<file path="src/rtl/fir_mac_sequencer_if.sv">
// Sample-in / result-out valid/ready handshakes of the FIR MAC sequencer.
// The master side is the environment; the sequencer uses the slave side.
interface fir_mac_sequencer_if;
  logic in_valid;
  logic in_ready;
  logic out_valid;
  logic out_ready;

  modport master (
    output in_valid,
    output out_ready,
    input  in_ready,
    input  out_valid
  );

  modport slave (
    input  in_valid,
    input  out_ready,
    output in_ready,
    output out_valid
  );
endinterface

</file>
<file path="src/rtl/fir_mac_sequencer.sv">
// FIR tap sequencer: accepts a sample, runs LENGTH MAC cycles off the
// tap counter's rollBack flag, then presents the accumulated result.
module fir_mac_sequencer #(
  parameter int LENGTH = 100,
  parameter int CNT_W  = 7
) (
  input  logic                 clk,
  input  logic                 rst,
  fir_mac_sequencer_if.slave   io,
  input  logic                 rollBack,
  output logic                 count_enb,
  output logic                 shift_en,
  output logic                 acc_clr,
  output logic                 mac_en,
  output logic                 busy,
  output logic                 seq_err
);

  typedef enum logic [2:0] {
    IDLE,
    LOAD,
    MAC,
    LAST,
    OUT
  } state_t;

  localparam logic [CNT_W-1:0] LAST_IDX = CNT_W'(LENGTH - 2);

  state_t           state_q, state_d;
  logic [CNT_W-1:0] mac_cnt_q, mac_cnt_d;
  logic             seq_err_q, seq_err_d;
  logic             at_last;

  assign at_last = (mac_cnt_q == LAST_IDX);

  always_comb begin
    state_d   = state_q;
    mac_cnt_d = mac_cnt_q;
    seq_err_d = seq_err_q;
    unique case (state_q)
      IDLE: begin
        if (io.in_valid) state_d = LOAD;
      end
      LOAD: begin
        state_d   = MAC;
        mac_cnt_d = '0;
      end
      MAC: begin
        mac_cnt_d = mac_cnt_q + 1'b1;
        // rollBack must coincide exactly with the shadow count
        if (rollBack && at_last) begin
          state_d = LAST;
        end else if (rollBack || at_last) begin
          state_d   = IDLE;
          seq_err_d = 1'b1;
        end
      end
      LAST: begin
        state_d = OUT;
      end
      OUT: begin
        if (io.out_ready) state_d = IDLE;
      end
      default: begin
        state_d = IDLE;
      end
    endcase
  end

  always_ff @(posedge clk) begin
    if (!rst) begin
      state_q   <= IDLE;
      mac_cnt_q <= '0;
      seq_err_q <= 1'b0;
    end else begin
      state_q   <= state_d;
      mac_cnt_q <= mac_cnt_d;
      seq_err_q <= seq_err_d;
    end
  end

  assign io.in_ready  = (state_q == IDLE) & rst;
  assign io.out_valid = (state_q == OUT);
  assign shift_en     = (state_q == LOAD);
  assign acc_clr      = (state_q == LOAD);
  assign count_enb    = (state_q == MAC) | (state_q == LAST);
  assign mac_en       = (state_q == MAC) | (state_q == LAST);
  assign busy         = (state_q != IDLE);
  assign seq_err      = seq_err_q;

endmodule

</file>
<file path="src/flat_wrapper.sv">
// flat-port wrapper written by rule: the top's interface ports become plain ports
module fir_mac_sequencer_flat 
#(
  parameter int LENGTH = 100,
  parameter int CNT_W  = 7
)
  (clk, rst, rollBack, count_enb, shift_en, acc_clr, mac_en, busy, seq_err, io_in_valid, io_out_ready, io_in_ready, io_out_valid);
  fir_mac_sequencer_if io_i ();
  input  logic clk;
  input  logic rst;
  input  logic rollBack;
  output logic count_enb;
  output logic shift_en;
  output logic acc_clr;
  output logic mac_en;
  output logic busy;
  output logic seq_err;
  input wire logic [$bits(io_i.in_valid)-1:0] io_in_valid;
  input wire logic [$bits(io_i.out_ready)-1:0] io_out_ready;
  output wire logic [$bits(io_i.in_ready)-1:0] io_in_ready;
  output wire logic [$bits(io_i.out_valid)-1:0] io_out_valid;
  assign io_i.in_valid = io_in_valid;
  assign io_i.out_ready = io_out_ready;
  assign io_in_ready = io_i.in_ready;
  assign io_out_valid = io_i.out_valid;
  fir_mac_sequencer #(.LENGTH(LENGTH), .CNT_W(CNT_W)) u_core (.clk(clk), .rst(rst), .io(io_i), .rollBack(rollBack), .count_enb(count_enb), .shift_en(shift_en), .acc_clr(acc_clr), .mac_en(mac_en), .busy(busy), .seq_err(seq_err));
endmodule
</file>
<file path="config.mk">
export PLATFORM = sky130hd
export DESIGN_NAME = fir_mac_sequencer_flat
export DESIGN_NICKNAME = d
export VERILOG_FILES = /design/src/rtl/fir_mac_sequencer_if.sv /design/src/rtl/fir_mac_sequencer.sv /design/src/flat_wrapper.sv
export SDC_FILE = /design/constraint.sdc
export NUM_CORES = 1
export LEC_CHECK = 0
export BUFFER_PORTS_ARGS = -buffer_cell sky130_fd_sc_hd__buf_2
export CAP_MARGIN = 10
export CORE_AREA = 4 4 41 43
export CTS_BUF_LIST = sky130_fd_sc_hd__clkbuf_8
export DETAILED_ROUTE_END_ITERATION = 8
export DIE_AREA = 0 0 45 47
export PLACE_DENSITY_LB_ADDON = 0.25
export SYNTH_ARGS = -nofsm -noshare
export SYNTH_HDL_FRONTEND = slang
export SYNTH_SLANG_ARGS = --single-unit
export TNS_END_PERCENT = 30
</file>
<file path="constraint.sdc">
create_clock -name clk -period 2.8 [get_ports clk]
set_input_delay 0.28 -clock clk [delete_from_list [all_inputs] [get_ports clk]]
set_output_delay 0.28 -clock clk [all_outputs]
set_load 0.1 [all_outputs]
</file>
== After elaboration in Yosys (flattened, before gate mapping) ==
Index checks and enable logic that the tools add are counted.
Storage, ports and cells
  register bits after elaboration: 11
  bits of input ports: 5
  logic and storage cells: 28
Operators by class
  $add $sub $neg: 1
  equality and inequality tests: 8
  muxes and demuxes: 6
  bitwise logic cells: 3
  reduce and logical (&&, ||, !) cells: 7
Operators by type and width (number)
  $pmux W3 S5: 1
  $pmux W7 S2: 1
  $mux W3: 4
  $add A7 B1 Y7 const B: 1
  $eq A7 B7 Y1 const B: 1
  $eq A3 B2 Y1 const B: 2
  $reduce_and A3 Y1: 2
  $ne A2 B2 Y1 const B: 2
  $eq A3 B1 Y1 const B: 1
  $eq A3 B3 Y1 const B: 1
  $logic_not A3 Y1: 1
  $ne A3 B1 Y1 const B: 1
  $reduce_bool A3 Y1: 1
  $reduce_bool A2 Y1: 1
  $and A1 B1 Y1: 1
  $logic_and A1 B1 Y1: 1
  $logic_or A1 B1 Y1: 1
  $not A1 Y1: 1
  $or A1 B1 Y1: 1

== Depth between registers and ports, before layout ==
  word-level depth: 5
  depth in mapped cells: 5

== Least setup slack after synthesis ==
No wires, ideal clock.
  path kind: flip-flop to flip-flop
  start point: register u_core.state_q[2]
  end point: register u_core.state_q[2]
  setup time: 78 ps
  arrival: 3029 ps
  slack: -306 ps
  stages on the path, launching flop included: 4
  path buffers: 0
  clock period less this slack: 3106 ps
  cells stage by stage: dfxtp_1 -> nor3b_1 -> a22oi_1 -> nor2_1
Between the ends
  word-level cells in the longest chain between the ends: 3
RTL lines
  from (decl): RTL line fir_mac_sequencer.sv:29  | state_t state_q, state_d;
  from (signal assigned): RTL line fir_mac_sequencer.sv:76  | state_q <= state_d;
  $eq A3 B3 Y1 *
  named net io_out_valid: RTL line flat_wrapper.sv:21  | output wire logic [$bits(io_i.out_valid)-1:0] io_out_valid;
  $ne A2 B2 Y1 (no line)
  $reduce_and A3 Y1 (no line)
Mark *: on every way through the listed nets, which the timed path passes. The rest lies on a longest branch.
A chain may end at the register's enable or synchronous reset.

== Worst setup path after layout ==
  start point: register u_core.state_q[0]
  end point: output port acc_clr
Between the ends
  word-level cells in the longest chain between the ends: 1
RTL lines
  $eq A3 B1 Y1: RTL line fir_mac_sequencer.sv:85  | assign acc_clr = (state_q == LOAD);
  to (decl): RTL line flat_wrapper.sv:14  | output logic acc_clr;
Every way passes these cells.

==> impl_table.tex <==
\begin{tabular}{lr}
\hline
Metric & Value \\
\hline
\multicolumn{2}{l}{\textbf{Pwr}} \\
\quad Static Leakage & $\sim$0.00036 uW \\
\quad Clock Power Share & a little under two fifths \\
\quad Peak ir drop on the vdd network & about 450 uV \\
\quad Power share of the combinational group & $\sim$22\% \\
\quad Sequential share of power & approximately 40\% \\
\quad Internal power & 273.9 uW \\
\quad Ratio of total power to cell area & approximately 540 nW/um\^{}2 \\
\quad Switch Pwr & $\sim$140 uW \\
\quad Switching part of the total power & between 30\% and 40\% \\
\multicolumn{2}{l}{\textbf{Layout}} \\
\quad Final net count & 96 \\
\quad Final design area excluding fillers & between 700 and 800 sq um \\
\quad Layout-stage area growth over the synthesis result & 11.21\% \\
\quad Filler cell count in the final layout & approximately 120 \\
\quad Commonest cells after routing, fill and taps aside & sky130\_fd\_sc\_hd\_\_buf\_2 (12), sky130\_fd\_sc\_hd\_\_dfxtp\_1 (11), sky130\_fd\_sc\_hd\_\_nand3\_1 (7) \\
\quad Storage cell area & 220.2 sq um \\
\quad Fraction of layout instances using a drive strength above 1 & between 30\% and 40\% \\
\quad Antenna cell count & 0 \\
\quad Commonest non-fill, non-tap cell in the layout & sky130\_fd\_sc\_hd\_\_buf\_2 \\
\quad Multi-input logic area & between 400 and 500 sq um \\
\quad Post-Layout Cell Count & between 100 and 150 \\
\multicolumn{2}{l}{\textbf{Yosys}} \\
\quad Netlist area before placement & a little under 700 sq um \\
\quad Post-synth cell types & 34 \\
\quad Mean instance size in the synthesized netlist & between 8 and 9 sq um \\
\quad Cells after Synth & 79 \\
\quad Flop and latch count out of synthesis & 11 \\
\quad Number of warnings issued by yosys & 0 \\
\quad Total nets after synthesis & 86 \\
\quad Proportion of synthesized chip area in sequential cells & a little under a third \\
\multicolumn{2}{l}{\textbf{STA}} \\
\quad Remaining max-slew budget at the tightest pin & between 50\% and 60\% \\
\quad Worst hold slack across all endpoints & between 300 and 400 ps \\
\quad Fraction of the cycle the final worst path needs & between 70\% and 80\% \\
\quad Number of pins exceeding their max-slew limit in the final report & 0 \\
\quad Maximum frequency from static timing analysis & approximately 480 MHz \\
\quad Clock period minus final worst setup slack & just over 2000 ps \\
\quad Unrepaired setup endpoints after global routing & false \\
\quad Worst clock skew & between 2 and 2.5 ps \\
\quad Final setup margin & 721.5 ps \\
\quad Slew of the pin with the lowest slew margin & slightly below 700 ps \\
\quad Final setup violation count & 0 \\
\quad Count of endpoints failing hold in the final timing report & 0 \\
\multicolumn{2}{l}{\textbf{Placed design}} \\
\quad Hpwl dp & roughly 930 um \\
\quad Post-Place Setup Slack & between 1000 and 1500 ps \\
\quad Number of instances in the placed design & 99 \\
\quad Instance area after placement & about 720 sq um \\
\quad Weighted congestion at the end of routability-driven global placement & 0.7426 \\
\quad Number of buffer cells added on primary ports & 12 \\
\multicolumn{2}{l}{\textbf{Worst setup path}} \\
\quad Cell family with the largest share of critical-path delay & simple AND/OR/NAND/NOR gates \\
\quad Stage delay of the slowest cell on the critical path & $\sim$530 ps \\
\quad Critical path, cell by cell & or3b\_1 > inv\_1 > buf\_2 \\
\quad Data arrival time at the worst-slack endpoint & approximately 1800 ps \\
\quad Buffering stage count on the worst path with inverters included & 2 \\
\quad Class of the most critical setup path & reg2out \\
\quad Critical Path Fanout Max & 10 \\
\quad Type of origin of the critical path & flop \\
\quad Data required time at the worst endpoint & between 2000 and 3000 ps \\
\quad Critical Path Sink Type & output port \\
\quad Slowest cell on the critical path & sky130\_fd\_sc\_hd\_\_or3b\_1 \\
\multicolumn{2}{l}{\textbf{Global routing}} \\
\quad Largest net degree at the start of global routing & 12 \\
\quad Via count of the first global-routing pass & $\sim$530 \\
\quad Initial antenna violation count & 0 \\
\quad Total track usage & roughly 16\% \\
\quad Wire length of the first global-routing pass & around 2.3 mm \\
\quad Global-route congestion overflow total & 0 \\
\multicolumn{2}{l}{\textbf{Floorplanning}} \\
\quad Core Area & 1301 sq um \\
\quad Die extent in y & 47 um \\
\quad Die width & approximately 45 um \\
\quad Number of rows in the core area & 13 \\
\quad Effective utilization at floorplan & approximately 53\% \\
\quad Die area & around 2100 sq um \\
\quad Top-level I/O count & 13 \\
\multicolumn{2}{l}{\textbf{Status}} \\
\quad Run status & finished, final reports clean \\
\multicolumn{2}{l}{\textbf{Routing}} \\
\quad Average vias per placed instance & about 5.8 \\
\quad Number of nets still failing antenna checks after routing & 0 \\
\quad Starting DRC count in detailed routing & 19 \\
\quad Mean routed wirelength per cell & 13.03 um \\
\quad Total number of vias & 600 \\
\quad Routed WL & around 1.3 mm \\
\quad 1st-pass router iterations & 4 \\
\quad Total DRC errors in the routed layout & 0 \\
\multicolumn{2}{l}{\textbf{Clock network}} \\
\quad Count of instances resized after the clock tree is built & 0 \\
\quad Reg clk slew, reported paths & around 50 ps \\
\quad Maximum clock path buffer count & 2 \\
\quad TritonCTS buffer count & 3 \\
\quad Number of H-tree branching levels & 1 \\
\quad Clock tree from TritonCTS & yes \\
\quad TritonCTS Sinks & 11 \\
\quad Clock latency reported for the late side of the worst-skew pair & between 200 and 250 ps \\
\quad Root Buffer Master & sky130\_fd\_sc\_hd\_\_clkbuf\_8 \\
\quad Post-cts hold buffer count & 0 \\
\quad Setup Fix Bufs, Post-CTS & 0 \\
\multicolumn{2}{l}{\textbf{Run}} \\
\quad Max-cap violations & 0 \\
\multicolumn{2}{l}{\textbf{Hold path}} \\
\quad Kind of path behind the tightest hold check & in2reg \\
\hline
\end{tabular}
-- state kept, by name, summed over array words and instances (netlist names) --
register and cells:
u_core.mac_cnt_q 7, u_core.state_q 3, u_core.seq_err 1
-- power by group through the flow --
stage | combinational (uW) | sequential, uW | clock [uW]
final | 93.1 | 166 | 157
after global routing | 97.8 | 167 | 168
after CTS | 93.2 | 166 | 162
after detailed placement | 92.8 | 169 | 0
after global placement | 92.6 | 169 | 0
after floorplan | 85.9 | 169 | 0
-- synthesized netlist by cell type, drive strengths merged --
master  instances  share of area, %
nor4b           2               3.4
nand2           4               2.2
or3b            2               2.5
o211ai          3               4.0
or3             1              0.90
nand4           4               3.6
inv             4               2.2
nor2            2               1.1
and3            1               1.1
dfxtp          11                32
a21oi           5               3.6
and2b           1               1.3
nand2b          5               4.5
nand3           7               5.1
a41oi           1               1.3
nor2b           2               1.8
mux2i           3               4.3
and2            3               3.3
and4            1               1.4
buf             6               6.3
or4b            1               2.0
a22oi           1               1.1
nor3b           2               2.9
nor4            1              0.90
clkbuf          1               1.1
ha              2               3.6
o21ai           2               1.4
a311oi          1               1.3
-- kinds of logic (layout without fill, tap and decap cells) --
| kind of cell | Yosys count | after routing | share of synthesized area (%) |
|---|---|---|---|
| compound gates | 13 | 13 | 12.66 |
| fa+ha+maj | 2 | 2 | 3.616 |
| buf+inv | 11 | 20 | 9.584 |
| flops | 11 | 11 | 31.83 |
| mux | 3 | 3 | 4.340 |
| simple gates | 39 | 39 | 37.97 |
-- worst min-delay path: cells and delay by family --
kind / cells / cell delay, ps
compound gates: 1 / 60
buf+inv: 2 / 130
simple gates: 1 / 80
-- final cells by class --
| type | instances | area share (%) |
|---|---|---|
| Sequential cell | 11 | 28.62 |
| Multi-Input combinational cell | 57 | 53.33 |
| Tap cell | 15 | 2.439 |
| Clock buffer | 3 | 5.366 |
| Inverter | 4 | 1.951 |
| Timing Repair Buffer | 12 | 7.805 |
| Clock inverter | 1 | 0.4878 |
-- final timing paths --
check | startpoint | slack [ps] | depth (start not counted) | end
worst max-delay path | u_core.state_q[0]$_SDFFE_PN0P_ | 720 | 3 | acc_clr
worst min-delay path | io_out_ready | 340 | 4 | u_core.state_q[2]$_SDFFE_PN0P_
worst max register to register | u_core.state_q[1]$_SDFFE_PN0P_ | 1200 | 3 | u_core.mac_cnt_q[3]$_SDFFE_PN0P_
worst min register to register | u_core.seq_err$_SDFFE_PN0P_ | 460 | 2 | u_core.seq_err$_SDFFE_PN0P_
-- per-stage QoR --
step / utilization (%) / power [uW] / TNS, ps
floorplan: - / 255.0 / -99.90
global placement: 55.67 / 261.5 / 0
detailed placement: 55.67 / 262.1 / 0
CTS: 59.13 / 421.3 / 0
global route: 59.13 / 432.8 / 0
finish: 59.13 / 416.4 / 0
-- per-layer routing --
metal	track usage [%]	wire length, um
met1	20.09	637
met2	22.03	612
met3	4.981	55
met4	11.70	36
met5	0	0
No activity file was read; power rests on OpenSTA's default activity.
